[config.mk]
export PLATFORM = sky130hd
export DESIGN_NAME = typing_round_ctrl
export DESIGN_NICKNAME = d
export VERILOG_FILES = /design/src/rtl/typing_round_ctrl.sv
export SDC_FILE = /design/constraint.sdc
export NUM_CORES = 1
export LEC_CHECK = 0
export ABC_CLOCK_PERIOD_IN_PS = 5150
export CAP_MARGIN = 10
export CORE_MARGIN = 10
export CORE_UTILIZATION = 57
export CTS_BUF_LIST = sky130_fd_sc_hd__clkbuf_16
export CTS_CLUSTER_SIZE = 30
export DETAILED_ROUTE_END_ITERATION = 10
export MAX_ROUTING_LAYER = met4
export PLACE_DENSITY_LB_ADDON = 0.3
export SLEW_MARGIN = 0
export SYNTH_ARGS = -nofsm -noshare
export SYNTH_HDL_FRONTEND = slang
export SYNTH_SLANG_ARGS = --single-unit
[constraint.sdc]
create_clock -name clk -period 5.15 [get_ports clk]
set_clock_uncertainty 0.05 [all_clocks]
set_input_delay 1.03 -clock clk [delete_from_list [all_inputs] [get_ports clk]]
set_output_delay 1.03 -clock clk [all_outputs]
set_load 0.005 [all_outputs]
[src/rtl/typing_round_ctrl.sv]
// Typing-test round controller: debounces keypad presses, matches them against a 4-digit
// target word, counts score/misses and runs the round timer. Optional macro: MISS_PENALTY_EN.
module typing_round_ctrl #(
    parameter int unsigned DEBOUNCE_CYCLES = 1000000,
    parameter int unsigned ROUND_SECS      = 30
) (
    input  logic       clk,
    input  logic       rst_n,
    input  logic       one_hz_clk,
    input  logic       start,
    input  logic       key_level,
    input  logic [3:0] key_code,
    input  logic [3:0] rand_one,
    input  logic [3:0] rand_two,
    input  logic [3:0] rand_three,
    input  logic [3:0] rand_four,
    output logic [3:0] digit_one,
    output logic [3:0] digit_two,
    output logic [3:0] digit_three,
    output logic [3:0] digit_four,
    output logic       one_en,
    output logic       two_en,
    output logic       three_en,
    output logic       four_en,
    output logic [7:0] score,
    output logic [7:0] misses,
    output logic [5:0] secs_left,
    output logic       done
);

    localparam int unsigned CNT_W = (DEBOUNCE_CYCLES > 1) ? $clog2(DEBOUNCE_CYCLES) : 1;
    localparam logic [CNT_W-1:0] CNT_LAST  = CNT_W'(DEBOUNCE_CYCLES - 1);
    localparam logic [5:0]       SECS_INIT = 6'(ROUND_SECS);

    typedef enum logic [1:0] {IDLE, LOAD, PLAY, DONE} state_t;

    state_t state_q, state_d;

    logic key_s1, key_s2;
    logic hz_s1, hz_s2, hz_d;
    logic st_s1, st_s2, st_d;
    logic hz_edge, start_edge;

    logic             deb_pressed;
    logic [CNT_W-1:0] deb_cnt;
    logic             press;
    logic [3:0]       key_cap;

    logic [3:0][3:0] dig_q, dig_d;
    logic [3:0]      en_q, en_d;
    logic [7:0]      score_q, score_d;
    logic [7:0]      misses_q, misses_d;
    logic [5:0]      secs_q, secs_d;
    logic [1:0]      pos_q, pos_d;
    logic            done_q, done_d;
    logic [1:0]      dec;

    // Two-flop synchronisers plus one extra stage for edge detection
    always_ff @(posedge clk) begin
        if (!rst_n) begin
            key_s1 <= 1'b0;
            key_s2 <= 1'b0;
            hz_s1  <= 1'b0;
            hz_s2  <= 1'b0;
            hz_d   <= 1'b0;
            st_s1  <= 1'b0;
            st_s2  <= 1'b0;
            st_d   <= 1'b0;
        end else begin
            key_s1 <= key_level;
            key_s2 <= key_s1;
            hz_s1  <= one_hz_clk;
            hz_s2  <= hz_s1;
            hz_d   <= hz_s2;
            st_s1  <= start;
            st_s2  <= st_s1;
            st_d   <= st_s2;
        end
    end

    assign hz_edge    = hz_s2 & ~hz_d;
    assign start_edge = st_s2 & ~st_d;

    // Debouncer: level must differ from the accepted state for DEBOUNCE_CYCLES in a row
    always_ff @(posedge clk) begin
        if (!rst_n) begin
            deb_pressed <= 1'b0;
            deb_cnt     <= '0;
            press       <= 1'b0;
            key_cap     <= 4'h0;
        end else begin
            press <= 1'b0;
            if (key_s2 != deb_pressed) begin
                if (deb_cnt == CNT_LAST) begin
                    deb_pressed <= key_s2;
                    deb_cnt     <= '0;
                    if (key_s2) begin
                        press   <= 1'b1;
                        key_cap <= key_code;
                    end
                end else begin
                    deb_cnt <= deb_cnt + CNT_W'(1);
                end
            end else begin
                deb_cnt <= '0;
            end
        end
    end

    always_ff @(posedge clk) begin
        if (!rst_n) begin
            state_q  <= IDLE;
            dig_q    <= '0;
            en_q     <= 4'h0;
            score_q  <= 8'h00;
            misses_q <= 8'h00;
            secs_q   <= SECS_INIT;
            pos_q    <= 2'd0;
            done_q   <= 1'b0;
        end else begin
            state_q  <= state_d;
            dig_q    <= dig_d;
            en_q     <= en_d;
            score_q  <= score_d;
            misses_q <= misses_d;
            secs_q   <= secs_d;
            pos_q    <= pos_d;
            done_q   <= done_d;
        end
    end

    always_comb begin
        state_d  = state_q;
        dig_d    = dig_q;
        en_d     = en_q;
        score_d  = score_q;
        misses_d = misses_q;
        secs_d   = secs_q;
        pos_d    = pos_q;
        dec      = 2'd0;

        case (state_q)
            IDLE: begin
                if (start_edge) begin
                    state_d  = LOAD;
                    score_d  = 8'h00;
                    misses_d = 8'h00;
                    secs_d   = SECS_INIT;
                end
            end
            LOAD: begin
                dig_d   = {rand_four, rand_three, rand_two, rand_one};
                en_d    = 4'hF;
                pos_d   = 2'd0;
                state_d = PLAY;
                if (hz_edge) begin
                    if (secs_q <= 6'd1) begin
                        secs_d  = 6'd0;
                        state_d = DONE;
                    end else begin
                        secs_d = secs_q - 6'd1;
                    end
                end
            end
            PLAY: begin
                // Expiry on the final tick swallows any coincident press
                if (hz_edge && secs_q == 6'd1) begin
                    secs_d  = 6'd0;
                    state_d = DONE;
                end else begin
                    dec = {1'b0, hz_edge};
                    if (press) begin
                        if (key_cap == dig_q[pos_q]) begin
                            en_d[pos_q] = 1'b0;
                            if (pos_q == 2'd3) begin
                                score_d = (score_q == 8'hFF) ? score_q : score_q + 8'd1;
                                state_d = LOAD;
                            end else begin
                                pos_d = pos_q + 2'd1;
                            end
                        end else begin
                            misses_d = (misses_q == 8'hFF) ? misses_q : misses_q + 8'd1;
`ifdef MISS_PENALTY_EN
                            dec = dec + 2'd1;
`endif
                        end
                    end
                    if (6'(dec) >= secs_q) begin
                        secs_d  = 6'd0;
                        state_d = DONE;
                    end else begin
                        secs_d = secs_q - 6'(dec);
                    end
                end
            end
            DONE: begin
                if (start_edge) begin
                    state_d  = LOAD;
                    score_d  = 8'h00;
                    misses_d = 8'h00;
                    secs_d   = SECS_INIT;
                end
            end
            default: state_d = IDLE;
        endcase

        // Final score display, held for as long as the round stays finished
        done_d = (state_d == DONE);
        if (done_d) begin
            dig_d = {score_d[3:0], score_d[7:4], 4'h0, 4'h0};
            en_d  = 4'hF;
        end
    end

    assign digit_one   = dig_q[0];
    assign digit_two   = dig_q[1];
    assign digit_three = dig_q[2];
    assign digit_four  = dig_q[3];
    assign one_en      = en_q[0];
    assign two_en      = en_q[1];
    assign three_en    = en_q[2];
    assign four_en     = en_q[3];
    assign score       = score_q;
    assign misses      = misses_q;
    assign secs_left   = secs_q;
    assign done        = done_q;

endmodule

==> impl_metrics.env, run 1 <==
export IMPL_areaGrowthSynthToFinish_pct=23.9
export IMPL_timing_critical_path_arrival_ps=3620
export IMPL_initial_drt_pass_iterations=5
export IMPL_drive_gt1_share_pct=5.87
export IMPL_num_cts_buffers=9
export IMPL_i_o_pin_count=68
export IMPL_peakVddDrop_mv=0.230
export IMPL_placedCellCount=608
export IMPL_rsz0062_at_grt="false"
export IMPL_crit_path_end_kind="flip-flop"
export IMPL_crit_family="simple AND/OR/NAND/NOR gates"
export IMPL_critical_path_slowest_cell="sky130_fd_sc_hd__or4b_1"
export IMPL_die_width_um=105
export IMPL_tightestPinTransition_ps=1060
export IMPL_syn_avg_cell_area_sq_um=8.69
export IMPL_wire_length_of_the_first_global_routing_pass_um=16600
export IMPL_synth_lib_cells_used_distinct=55
export IMPL_clock_sink_count=81
export IMPL_hold_start="st_s1$_SDFF_PN0_"
export IMPL_layout_cells_most_common="sky130_fd_sc_hd__dfxtp_1"
export IMPL_postCtsResizedCells=0
export IMPL_cp_required_ps=5320
export IMPL_globalRouteOverflowTotal=0
export IMPL_drtAntennaViolNets=0
export IMPL_synthesis_instances=470
export IMPL_worst_r2r_path_depth=7
export IMPL_final_instance_count_excl_fillers=624
export IMPL_rrSetupSlack_ps=1700
export IMPL_timing_setup_critical_path_class="flip-flop to flip-flop"
export IMPL_route_detailed_drc=0
export IMPL_seq_area_frac_synth_pct=39.7
export IMPL_drv_max_cap_violation_count=0
export IMPL_finalSetupViolations=0
export IMPL_fp_coreArea_sq_um=6870
export IMPL_drt_iter0_markers=217
export IMPL_min_delay_worst_endpoint="st_s2$_SDFF_PN0_"
export IMPL_area_of_the_die_sq_um=10900
export IMPL_place_congestion=0.867
export IMPL_worstHoldPathType="flip-flop to flip-flop"
export IMPL_fin_crit_ps=3450
export IMPL_nNetsFinal=563
export IMPL_hold_viol_final=0
export IMPL_final_routed_wire_length_divided_by_cell_count_um=16.3
export IMPL_start_util_pct=59.4
export IMPL_finalCritPeriodShare_pct=67.0
export IMPL_timing_critical_path_cells="mux4_2 > xnor2_1 > nand4_1 > or4b_1 > a31oi_4 > nand2b_1 > nor2_1"
export IMPL_synth_main_ff_cell="sky130_fd_sc_hd__dfxtp_1"
export IMPL_vias_per_cell=5.79
export IMPL_yosys_warnings=0
export IMPL_rows=30
export IMPL_critical_path_reg2reg_startpoint="pos_q[0]$_SDFFE_PN0P_"
export IMPL_tritoncts="built"
export IMPL_die_ht_um=105
export IMPL_hold_ws_ps=394
export IMPL_syn_area_sq_um=4080
export IMPL_clk_insertion_delay_late_ps=330
export IMPL_clock_tree_root_cell="sky130_fd_sc_hd__clkbuf_16"
export IMPL_yosys_register_bits=81
export IMPL_cts_repair_timing_setup_buffer_count=0
export IMPL_crit_reg2reg_capture="digit_one[2]$_SDFFE_PP0N_"
export IMPL_number_of_antenna_violations_at_the_first_check_in_global_routing=0
export IMPL_max_freq_ghz=0.290
export IMPL_wirelength_um=10200
export IMPL_p_per_area_nw_per_um2=445
export IMPL_cts_max_path_buffers=2
export IMPL_max_slew_margin_rel_pct=29.5
export IMPL_totalNegativeSetupSlack_ps=0
export IMPL_vias=3616
export IMPL_depth_of_the_cts_h_tree=3
export IMPL_synth_edff_count=0
export IMPL_cts_hold_buf=0
export IMPL_final_hpwl_dp_um=7210
export IMPL_result_of_the_run="finished clean"
export IMPL_global_route_usage_total_pct=18.5
export IMPL_buffer_ports_inserted=67
export IMPL_cp_buffers_inverters=0
export IMPL_clkTransAtPathRegs_ps=60
export IMPL_drv_slew=0
export IMPL_setup_worst_path_start_class="flip-flop"
export IMPL_path_max_fanout=16
export IMPL_pin_count_of_the_biggest_net_entering_global_routing=64
export IMPL_final_cell_mix="sky130_fd_sc_hd__dfxtp_1, sky130_fd_sc_hd__clkdlybuf4s50_1, sky130_fd_sc_hd__nand2_1, sky130_fd_sc_hd__nor2_1, sky130_fd_sc_hd__nand3_1"
export IMPL_first_global_vias=3401
export IMPL_static_leakage_power_nw=1.85
export IMPL_synth_fp_nets=510
export IMPL_synth_async_sr_flop_share_pct=0
export IMPL_antenna_cells_inserted=0
export IMPL_worst_path_largest_cell_delay_ps=700
export IMPL_whs_path_depth=1
[synth_stat cells, types with 6 or more instances]
| cell type | n | area [sq um] |
|---|---|---|
| sky130_fd_sc_hd__dfxtp_1 | 81 | 1620 |
| sky130_fd_sc_hd__o21a_1 | 7 | 52.6 |
| sky130_fd_sc_hd__and2_1 | 14 | 87.6 |
| sky130_fd_sc_hd__nor3_1 | 10 | 50.1 |
| sky130_fd_sc_hd__nand2b_1 | 6 | 37.5 |
| sky130_fd_sc_hd__xor2_1 | 11 | 96.3 |
| sky130_fd_sc_hd__nor2_1 | 39 | 146 |
| sky130_fd_sc_hd__inv_1 | 15 | 56.3 |
| sky130_fd_sc_hd__and3_1 | 14 | 87.6 |
| sky130_fd_sc_hd__ha_1 | 15 | 188 |
| sky130_fd_sc_hd__a21oi_1 | 17 | 85.1 |
| sky130_fd_sc_hd__nand3b_1 | 6 | 45.0 |
| sky130_fd_sc_hd__xnor2_1 | 14 | 123 |
| sky130_fd_sc_hd__o21ai_0 | 13 | 65.1 |
| sky130_fd_sc_hd__clkbuf_1 | 20 | 75.1 |
| sky130_fd_sc_hd__nand2_1 | 43 | 161 |
| sky130_fd_sc_hd__a21boi_0 | 10 | 75.1 |
| sky130_fd_sc_hd__mux2i_1 | 14 | 140 |
| sky130_fd_sc_hd__o22ai_1 | 13 | 81.3 |
| sky130_fd_sc_hd__nor2b_1 | 14 | 87.6 |
| sky130_fd_sc_hd__nand3_1 | 27 | 135 |
[kinds of logic (layout without fill, tap and decap cells)]
group	Yosys count	count (layout)	share of synthesized area, %
AOI/OAI and AO/OA	87	87	14.3
and+or+nand+nor	198	198	24.9
muxes	23	23	7.02
buffers and inverters	41	99	4.04
xor gates and xnor gates	25	25	5.36
adders and majority gates	15	15	4.60
DFF	81	81	39.7
[through the flow]
step	utilization, %	power [mW]	cell area [sq um]	setup WS [ps]
after global routing	73.6	2.38	5060	1460
after detailed placement	69.3	1.62	4760	1730
after global placement	69.3	1.59	4760	1870
after CTS	73.6	2.25	5060	1700
after floorplan	-	1.35	4080	2480
final	73.6	2.25	5060	1700
[sequential cells by signal, summed over array words and instances, names as in the netlist]
name	cells
key_s1	1
pos_q	2
score	8
key_cap	4
key_s2	1
hz_d	1
hz_s2	1
digit_three	4
deb_pressed	1
digit_two	4
secs_left	6
st_d	1
st_s1	1
misses	8
st_s2	1
hz_s1	1
deb_cnt	20
press	1
digit_one	4
state_q	2
en_q	4
digit_four	4
done	1
[final cells by class]
| class | instances | area [sq um] |
|---|---|---|
| Inverter | 16 | 60.1 |
| Timing Repair Buffer | 67 | 666 |
| Clock buffer | 9 | 225 |
| Multi-Input combinational cell | 348 | 2300 |
| Clock inverter | 7 | 70.1 |
| Sequential cell | 81 | 1620 |
| Tap cell | 96 | 120 |
| Fill cell | 509 | 1810 |
[where the power goes]
| part | switching, mW | internal [mW] |
|---|---|---|
| logic | 0.462 | 0.381 |
| registers | 0.0762 | 0.699 |
| clock network | 0.259 | 0.375 |
[worst max-delay path by stage]
stage | from | endpoint | slack, ps | depth (start not counted)
2_1_floorplan | pos_q[0]$_SDFFE_PN0P_ | digit_three[1]$_SDFFE_PN0P_ | 2480 | 9
3_3_place_gp | pos_q[0]$_SDFFE_PN0P_ | digit_one[2]$_SDFFE_PP0N_ | 1870 | 7
3_5_place_dp | pos_q[0]$_SDFFE_PN0P_ | digit_one[0]$_SDFFE_PP0N_ | 1730 | 7
4_1_cts | pos_q[0]$_SDFFE_PN0P_ | digit_one[2]$_SDFFE_PP0N_ | 1700 | 7
5_1_grt | pos_q[0]$_SDFFE_PN0P_ | digit_two[3]$_SDFFE_PP0N_ | 1460 | 7
6_report | pos_q[0]$_SDFFE_PN0P_ | digit_one[2]$_SDFFE_PP0N_ | 1700 | 7
[worst reg2reg max path, cell delays in order (launching register included)]
cell	delay [ps]
sky130_fd_sc_hd__dfxtp_1	550
sky130_fd_sc_hd__mux4_2	570
sky130_fd_sc_hd__xnor2_1	150
sky130_fd_sc_hd__nand4_1	420
sky130_fd_sc_hd__or4b_1	700
sky130_fd_sc_hd__a31oi_4	460
sky130_fd_sc_hd__nand2b_1	340
sky130_fd_sc_hd__nor2_1	90
[metal layers]
metal / vias up / GRT usage, % / wire, um / part of all wire, %
met5: - / - / 0 / 0
met4: 0 / 5.29 / 163 / 1.6
met3: 21 / 4.91 / 548 / 5.4
met2: 111 / 29.2 / 4690 / 46
met1: 1715 / 22.7 / 4770 / 47
li1: 1769 / - / - / -
No activity file was read; power rests on OpenSTA's default activity.
==> run 2: changes to the inputs <==
--- a/config.mk
+++ b/config.mk
@@ -5,10 +5,10 @@
 export SDC_FILE = /design/constraint.sdc
 export NUM_CORES = 1
 export LEC_CHECK = 0
-export ABC_CLOCK_PERIOD_IN_PS = 5150
+export ABC_CLOCK_PERIOD_IN_PS = 3400
 export CAP_MARGIN = 10
 export CORE_MARGIN = 10
-export CORE_UTILIZATION = 57
+export CORE_UTILIZATION = 53
 export CTS_BUF_LIST = sky130_fd_sc_hd__clkbuf_16
 export CTS_CLUSTER_SIZE = 30
 export DETAILED_ROUTE_END_ITERATION = 10
==> constraint.sdc (replaced) <==
create_clock -name clk -period 3.4 [get_ports clk]
set_clock_uncertainty 0.05 [all_clocks]
set_input_delay 0.68 -clock clk [delete_from_list [all_inputs] [get_ports clk]]
set_output_delay 0.68 -clock clk [all_outputs]
set_load 0.005 [all_outputs]
==> run 2 against run 1 <==
Sequential power up 51%. Sequential share of layout area down 0.24 points. Core utilization down 4.5 points. Register-to-register slack worse by 1300 ps. Clock power up 49%. Critical path depth unchanged. Setup slack worse by 1300 ps. Critical endpoint is now digit_one[0]$_SDFFE_PP0N_.
==> impl_metrics.env, run 2 (same netlist as run 1, synthesis figures left out) <==
export IMPL_result_of_the_run="finished clean"
export IMPL_drtAntennaViolNets=0
export IMPL_finalCritPeriodShare_pct=88.2
export IMPL_pint_mw=2.24
export IMPL_whs_path_depth=1
export IMPL_hold_viol_final=0
export IMPL_worst_r2r_path_depth=7
export IMPL_final_instance_count_excl_fillers=631
export IMPL_totalNegativeSetupSlack_ps=0
export IMPL_final_setup_worst_slack_ps=403
export IMPL_rows=31
export IMPL_buffer_ports_inserted=67
export IMPL_route_detailed_drc=0
export IMPL_pin_count_of_the_biggest_net_entering_global_routing=38
export IMPL_cts_max_path_buffers=2
export IMPL_layout_cells_most_common="sky130_fd_sc_hd__dfxtp_1"
export IMPL_drv_max_cap_violation_count=0
export IMPL_fin_crit_ps=3000
export IMPL_final_hpwl_dp_um=7350
export IMPL_clock_sink_count=81
export IMPL_cp_required_ps=3560
export IMPL_clock_power_share_pct=27.4
export IMPL_placedCellCount=616
export IMPL_fp_coreArea_sq_um=7370
export IMPL_tightestPinTransition_ps=796
export IMPL_wirelength_um=9750
export IMPL_final_routed_wire_length_divided_by_cell_count_um=15.5
export IMPL_max_slew_margin_rel_pct=46.9
export IMPL_cts_hold_buf=0
export IMPL_vias=3501
export IMPL_static_leakage_power_nw=1.87
export IMPL_postCtsResizedCells=0
export IMPL_clock_tree_root_cell="sky130_fd_sc_hd__clkbuf_16"
export IMPL_clkTransAtPathRegs_ps=60
export IMPL_wire_length_of_the_first_global_routing_pass_um=16000
export IMPL_globalRouteOverflowTotal=0
export IMPL_max_freq_ghz=0.334
export IMPL_drive_gt1_share_pct=6.77
export IMPL_switching_share_pct=35.0
export IMPL_finalSetupViolations=0
export IMPL_crit_path_end_kind="flip-flop"
export IMPL_drv_slew=0
export IMPL_regMostFlops="deb_cnt"
export IMPL_global_route_usage_total_pct=17.2
export IMPL_depth_of_the_cts_h_tree=3
export IMPL_number_of_antenna_violations_at_the_first_check_in_global_routing=0
export IMPL_initial_drt_pass_iterations=5
export IMPL_path_max_fanout=16
export IMPL_final_cell_mix="sky130_fd_sc_hd__dfxtp_1, sky130_fd_sc_hd__clkdlybuf4s50_1, sky130_fd_sc_hd__nand2_1, sky130_fd_sc_hd__nor2_1, sky130_fd_sc_hd__nand3_1"
export IMPL_netSwitchingPower_mw=1.21
export IMPL_sequentialPowerShare_pct=34.0
export IMPL_timing_critical_path_arrival_ps=3160
export IMPL_combinationalPowerShare_pct=38.6
export IMPL_start_util_pct=55.4
export IMPL_detailedPlace_worstSlack_ps=387
export IMPL_die_ht_um=108
export IMPL_drt_iter0_markers=152
export IMPL_worstHoldPathType="flip-flop to flip-flop"
export IMPL_clk_insertion_delay_late_ps=330
export IMPL_areaGrowthSynthToFinish_pct=24.9
export IMPL_tritoncts="built"
export IMPL_timing_setup_critical_path_class="flip-flop to flip-flop"
export IMPL_place_congestion=0.960
export IMPL_nNetsFinal=568
export IMPL_i_o_pin_count=68
export IMPL_setup_worst_path_start_class="flip-flop"
export IMPL_die_width_um=108
export IMPL_cts_repair_timing_setup_buffer_count=0
export IMPL_antenna_cells_inserted=0
export IMPL_first_global_vias=3415
export IMPL_largest_register_ff_count=20
export IMPL_num_cts_buffers=9
export IMPL_rsz0062_at_grt="false"
export IMPL_area_of_the_die_sq_um=11600
export IMPL_p_per_area_nw_per_um2=676
export IMPL_peakVddDrop_mv=0.328
export IMPL_vias_per_cell=5.55
[run 2: cell type report]
type,instances,area (sq um)
repair buffers,72,703
flip-flops and latches,81,1620
multi-input cells,348,2300
inverters,16,60.1
clock inverters,6,67.6
fillers,590,2270
well taps,99,124
clock buffers,9,225
[run 2: critical path: stages (launching register included)]
cell and delay (ps):
sky130_fd_sc_hd__dfxtp_1 530, sky130_fd_sc_hd__mux4_2 560, sky130_fd_sc_hd__xnor2_1 150, sky130_fd_sc_hd__nand4_1 140
sky130_fd_sc_hd__or4b_1 580, sky130_fd_sc_hd__a31oi_4 440, sky130_fd_sc_hd__nand2b_1 340, sky130_fd_sc_hd__nor2_1 90
[run 2: through the flow]
step	util [%]	instance area (sq um)	hold slack, ps	total power, mW
6_report	69.2	5100	392	3.44
3_5_place_dp	65.2	4800	368	2.50
2_1_floorplan	-	4080	362	2.05
3_3_place_gp	65.2	4800	365	2.47
5_1_grt	69.2	5100	403	3.63
4_1_cts	69.2	5100	394	3.45
[run 2: power groups by stage]
stage | sequential, mW | clock, mW | combinational [mW]
floorplan | 1.15 | 0 | 0.896
global placement | 1.19 | 0 | 1.28
detailed placement | 1.19 | 0 | 1.31
CTS | 1.17 | 0.961 | 1.32
global route | 1.19 | 0.997 | 1.45
finish | 1.17 | 0.945 | 1.33
[run 2: path summary, 6_finish.rpt]
check                             start                        end  slack (ps)
setup / recovery  pos_q[0]$_SDFFE_PN0P_  digit_one[0]$_SDFFE_PP0N_         400
hold / removal         hz_s1$_SDFF_PN0_           hz_s2$_SDFF_PN0_         390
hold reg to reg        hz_s1$_SDFF_PN0_           hz_s2$_SDFF_PN0_         390
setup reg to reg  pos_q[0]$_SDFFE_PN0P_  digit_one[0]$_SDFFE_PP0N_         400
[run 2: metal layers]
| layer | GRT usage (%) | share of wire (%) | routed length (um) | vias to the layer above |
|---|---|---|---|---|
| met5 | - | 0 | 0 | - |
| met4 | 4.48 | 1.7 | 167 | 0 |
| met3 | 4.25 | 5.1 | 495 | 19 |
| met2 | 29.8 | 51 | 4940 | 79 |
| met1 | 19.3 | 43 | 4150 | 1634 |
| li1 | - | - | - | 1769 |
==> run 3: changes to the inputs <==
--- a/config.mk
+++ b/config.mk
@@ -7,8 +7,10 @@
 export LEC_CHECK = 0
 export ABC_CLOCK_PERIOD_IN_PS = 3400
 export CAP_MARGIN = 10
+export CELL_PAD_IN_SITES_DETAIL_PLACEMENT = 0
+export CELL_PAD_IN_SITES_GLOBAL_PLACEMENT = 1
 export CORE_MARGIN = 10
-export CORE_UTILIZATION = 53
+export CORE_UTILIZATION = 40
 export CTS_BUF_LIST = sky130_fd_sc_hd__clkbuf_16
 export CTS_CLUSTER_SIZE = 30
 export DETAILED_ROUTE_END_ITERATION = 10
==> run 3 against run 2 <==
Hold slack improved by 2.8 ps. Die area grew 26%. Count of clock-buffer cells in the layout unchanged. Global-route usage fell by 2.3 points. Highest routed layer unchanged. Critical path depth unchanged. Wire length up 5.2%. Critical endpoint is now digit_two[2]$_SDFFE_PP0N_. Largest cell class unchanged.
==> impl_metrics.env, run 3 (same netlist as run 1, synthesis figures left out) <==
export IMPL_fp_coreArea_sq_um=9860
export IMPL_final_hpwl_dp_um=7560
export IMPL_path_max_fanout=16
export IMPL_tritoncts="built"
export IMPL_drv_max_cap_violation_count=0
export IMPL_hold_viol_final=0
export IMPL_regMostFlops="deb_cnt"
export IMPL_rsz0062_at_grt="false"
export IMPL_timing_critical_path_arrival_ps=3160
export IMPL_setup_worst_path_start_class="flip-flop"
export IMPL_globalRouteOverflowTotal=0
export IMPL_clock_sink_count=81
export IMPL_pint_mw=2.19
export IMPL_timing_setup_critical_path_class="flip-flop to flip-flop"
export IMPL_cts_hold_buf=0
export IMPL_die_ht_um=121
export IMPL_postCtsResizedCells=0
export IMPL_rows=36
export IMPL_drv_slew=0
export IMPL_start_util_pct=41.4
export IMPL_hold_ws_ps=394
export IMPL_cts_repair_timing_setup_buffer_count=0
export IMPL_route_detailed_drc=0
export IMPL_drtAntennaViolNets=0
export IMPL_largest_register_ff_count=20
export IMPL_i_o_pin_count=68
export IMPL_wirelength_um=10300
export IMPL_max_slew_margin_rel_pct=58.0
export IMPL_netSwitchingPower_mw=1.23
export IMPL_detailedPlace_worstSlack_ps=402
export IMPL_initial_drt_pass_iterations=4
export IMPL_number_of_antenna_violations_at_the_first_check_in_global_routing=0
export IMPL_max_freq_ghz=0.333
export IMPL_global_route_usage_total_pct=14.9
export IMPL_cts_max_path_buffers=2
export IMPL_vias_per_cell=5.25
export IMPL_finalSetupViolations=0
export IMPL_result_of_the_run="finished clean"
export IMPL_combinationalPowerShare_pct=39.1
export IMPL_worst_setup_path_endpoint="digit_two[2]$_SDFFE_PP0N_"
export IMPL_final_setup_worst_slack_ps=400
export IMPL_worst_r2r_path_depth=7
export IMPL_fin_crit_ps=3000
export IMPL_worst_setup_path_startpoint="pos_q[0]$_SDFFE_PN0P_"
export IMPL_peakVddDrop_mv=0.379
export IMPL_sequentialPowerShare_pct=34.4
export IMPL_postLayoutCoreUtil_pct=52.1
export IMPL_tightestPinTransition_ps=625
export IMPL_crit_path_end_kind="flip-flop"
export IMPL_die_width_um=121
export IMPL_place_congestion=0.865
export IMPL_static_leakage_power_nw=1.88
export IMPL_clock_tree_root_cell="sky130_fd_sc_hd__clkbuf_16"
export IMPL_worstHoldPathType="flip-flop to flip-flop"
export IMPL_drt_iter0_markers=255
export IMPL_area_of_the_die_sq_um=14600
export IMPL_nNetsFinal=570
export IMPL_clkTransAtPathRegs_ps=60
export IMPL_antenna_cells_inserted=0
export IMPL_drive_gt1_share_pct=7.29
export IMPL_final_cell_mix="sky130_fd_sc_hd__dfxtp_1, sky130_fd_sc_hd__clkdlybuf4s50_1, sky130_fd_sc_hd__nand2_1, sky130_fd_sc_hd__nor2_1, sky130_fd_sc_hd__nand3_1"
export IMPL_clk_insertion_delay_late_ps=330
export IMPL_buffer_ports_inserted=67
export IMPL_areaGrowthSynthToFinish_pct=25.9
export IMPL_first_global_vias=3513
export IMPL_pin_count_of_the_biggest_net_entering_global_routing=32
export IMPL_totalNegativeSetupSlack_ps=0
export IMPL_rrSetupSlack_ps=400
export IMPL_final_routed_wire_length_divided_by_cell_count_um=15.4
export IMPL_cp_required_ps=3560
export IMPL_p_per_area_nw_per_um2=666
export IMPL_finalCritPeriodShare_pct=88.2
export IMPL_fillerInstances=922
export IMPL_critical_path_reg2reg_startpoint="pos_q[0]$_SDFFE_PN0P_"
export IMPL_wire_length_of_the_first_global_routing_pass_um=17400
export IMPL_num_cts_buffers=9
export IMPL_clock_power_share_pct=26.4
export IMPL_depth_of_the_cts_h_tree=3
export IMPL_vias=3506
export IMPL_crit_reg2reg_capture="digit_two[2]$_SDFFE_PP0N_"
export IMPL_switching_share_pct=36.1
export IMPL_layout_cells_most_common="sky130_fd_sc_hd__dfxtp_1"
==> run 3: cell count changes in the layout (fill, tap and decap cells not counted), sizes merged <==
cell      change
inv           +3
buf           +2
clkinvlp      -1
bufinv        -1
==> run 3: how the worst min path moves through the flow <==
stage,from,to,slack (ps),depth (start not counted)
global route,hz_s1$_SDFF_PN0_,hz_s2$_SDFF_PN0_,410,1
global placement,deb_cnt[0]$_SDFF_PP0_,deb_cnt[0]$_SDFF_PP0_,380,1
detailed placement,st_s1$_SDFF_PN0_,st_s2$_SDFF_PN0_,370,1
floorplan,hz_s1$_SDFF_PN0_,hz_s2$_SDFF_PN0_,360,1
CTS,st_s1$_SDFF_PN0_,st_s2$_SDFF_PN0_,400,1
finish,hz_s1$_SDFF_PN0_,hz_s2$_SDFF_PN0_,390,1
==> run 3: through the flow <==
step / instance area (sq um) / std cells / power, mW
2_1_floorplan: 4080 / 470 / 2.05
4_1_cts: 5140 / 668 / 3.45
6_report: 5140 / 668 / 3.42
5_1_grt: 5140 / 668 / 3.68
3_5_place_dp: 4860 / 652 / 2.52
3_3_place_gp: 4860 / 652 / 2.52
==> run 3: area by class of cell <==
type | count | area, sq um | share of cell area [%]
Multi-Input combinational cell | 348 | 2300 | 44.7
Tap cell | 133 | 166 | 3.24
Timing Repair Buffer | 74 | 718 | 14.0
Inverter | 16 | 60.1 | 1.17
Clock buffer | 9 | 225 | 4.38
Sequential cell | 81 | 1620 | 31.6
Clock inverter | 7 | 51.3 | 0.998
==> run 3: routing by layer <==
metal | vias up | GRT usage (%) | routed length (um)
met1 | 1612 | 20.7 | 5280
met5 | - | - | 0
met3 | 9 | 3.77 | 499
met2 | 102 | 20.5 | 4350
met4 | 0 | 4.83 | 125
li1 | 1783 | - | -
==> run 3: critical path, cell delays in order, from the launching register on <==
cell	delay (ps)
sky130_fd_sc_hd__dfxtp_1	550
sky130_fd_sc_hd__mux4_2	560
sky130_fd_sc_hd__xnor2_1	160
sky130_fd_sc_hd__nand4_1	150
sky130_fd_sc_hd__or4b_1	570
sky130_fd_sc_hd__a31oi_4	430
sky130_fd_sc_hd__nand2b_1	320
sky130_fd_sc_hd__nor2_1	80
==> run 3: power groups by stage <==
| stage | Clock, mW | Combinational, mW | Sequential, mW |
|---|---|---|---|
| after floorplan | 0 | 0.896 | 1.15 |
| after global placement | 0 | 1.32 | 1.19 |
| after detailed placement | 0 | 1.33 | 1.19 |
| after CTS | 0.932 | 1.34 | 1.18 |
| after global routing | 0.972 | 1.51 | 1.20 |
| final | 0.904 | 1.34 | 1.18 |
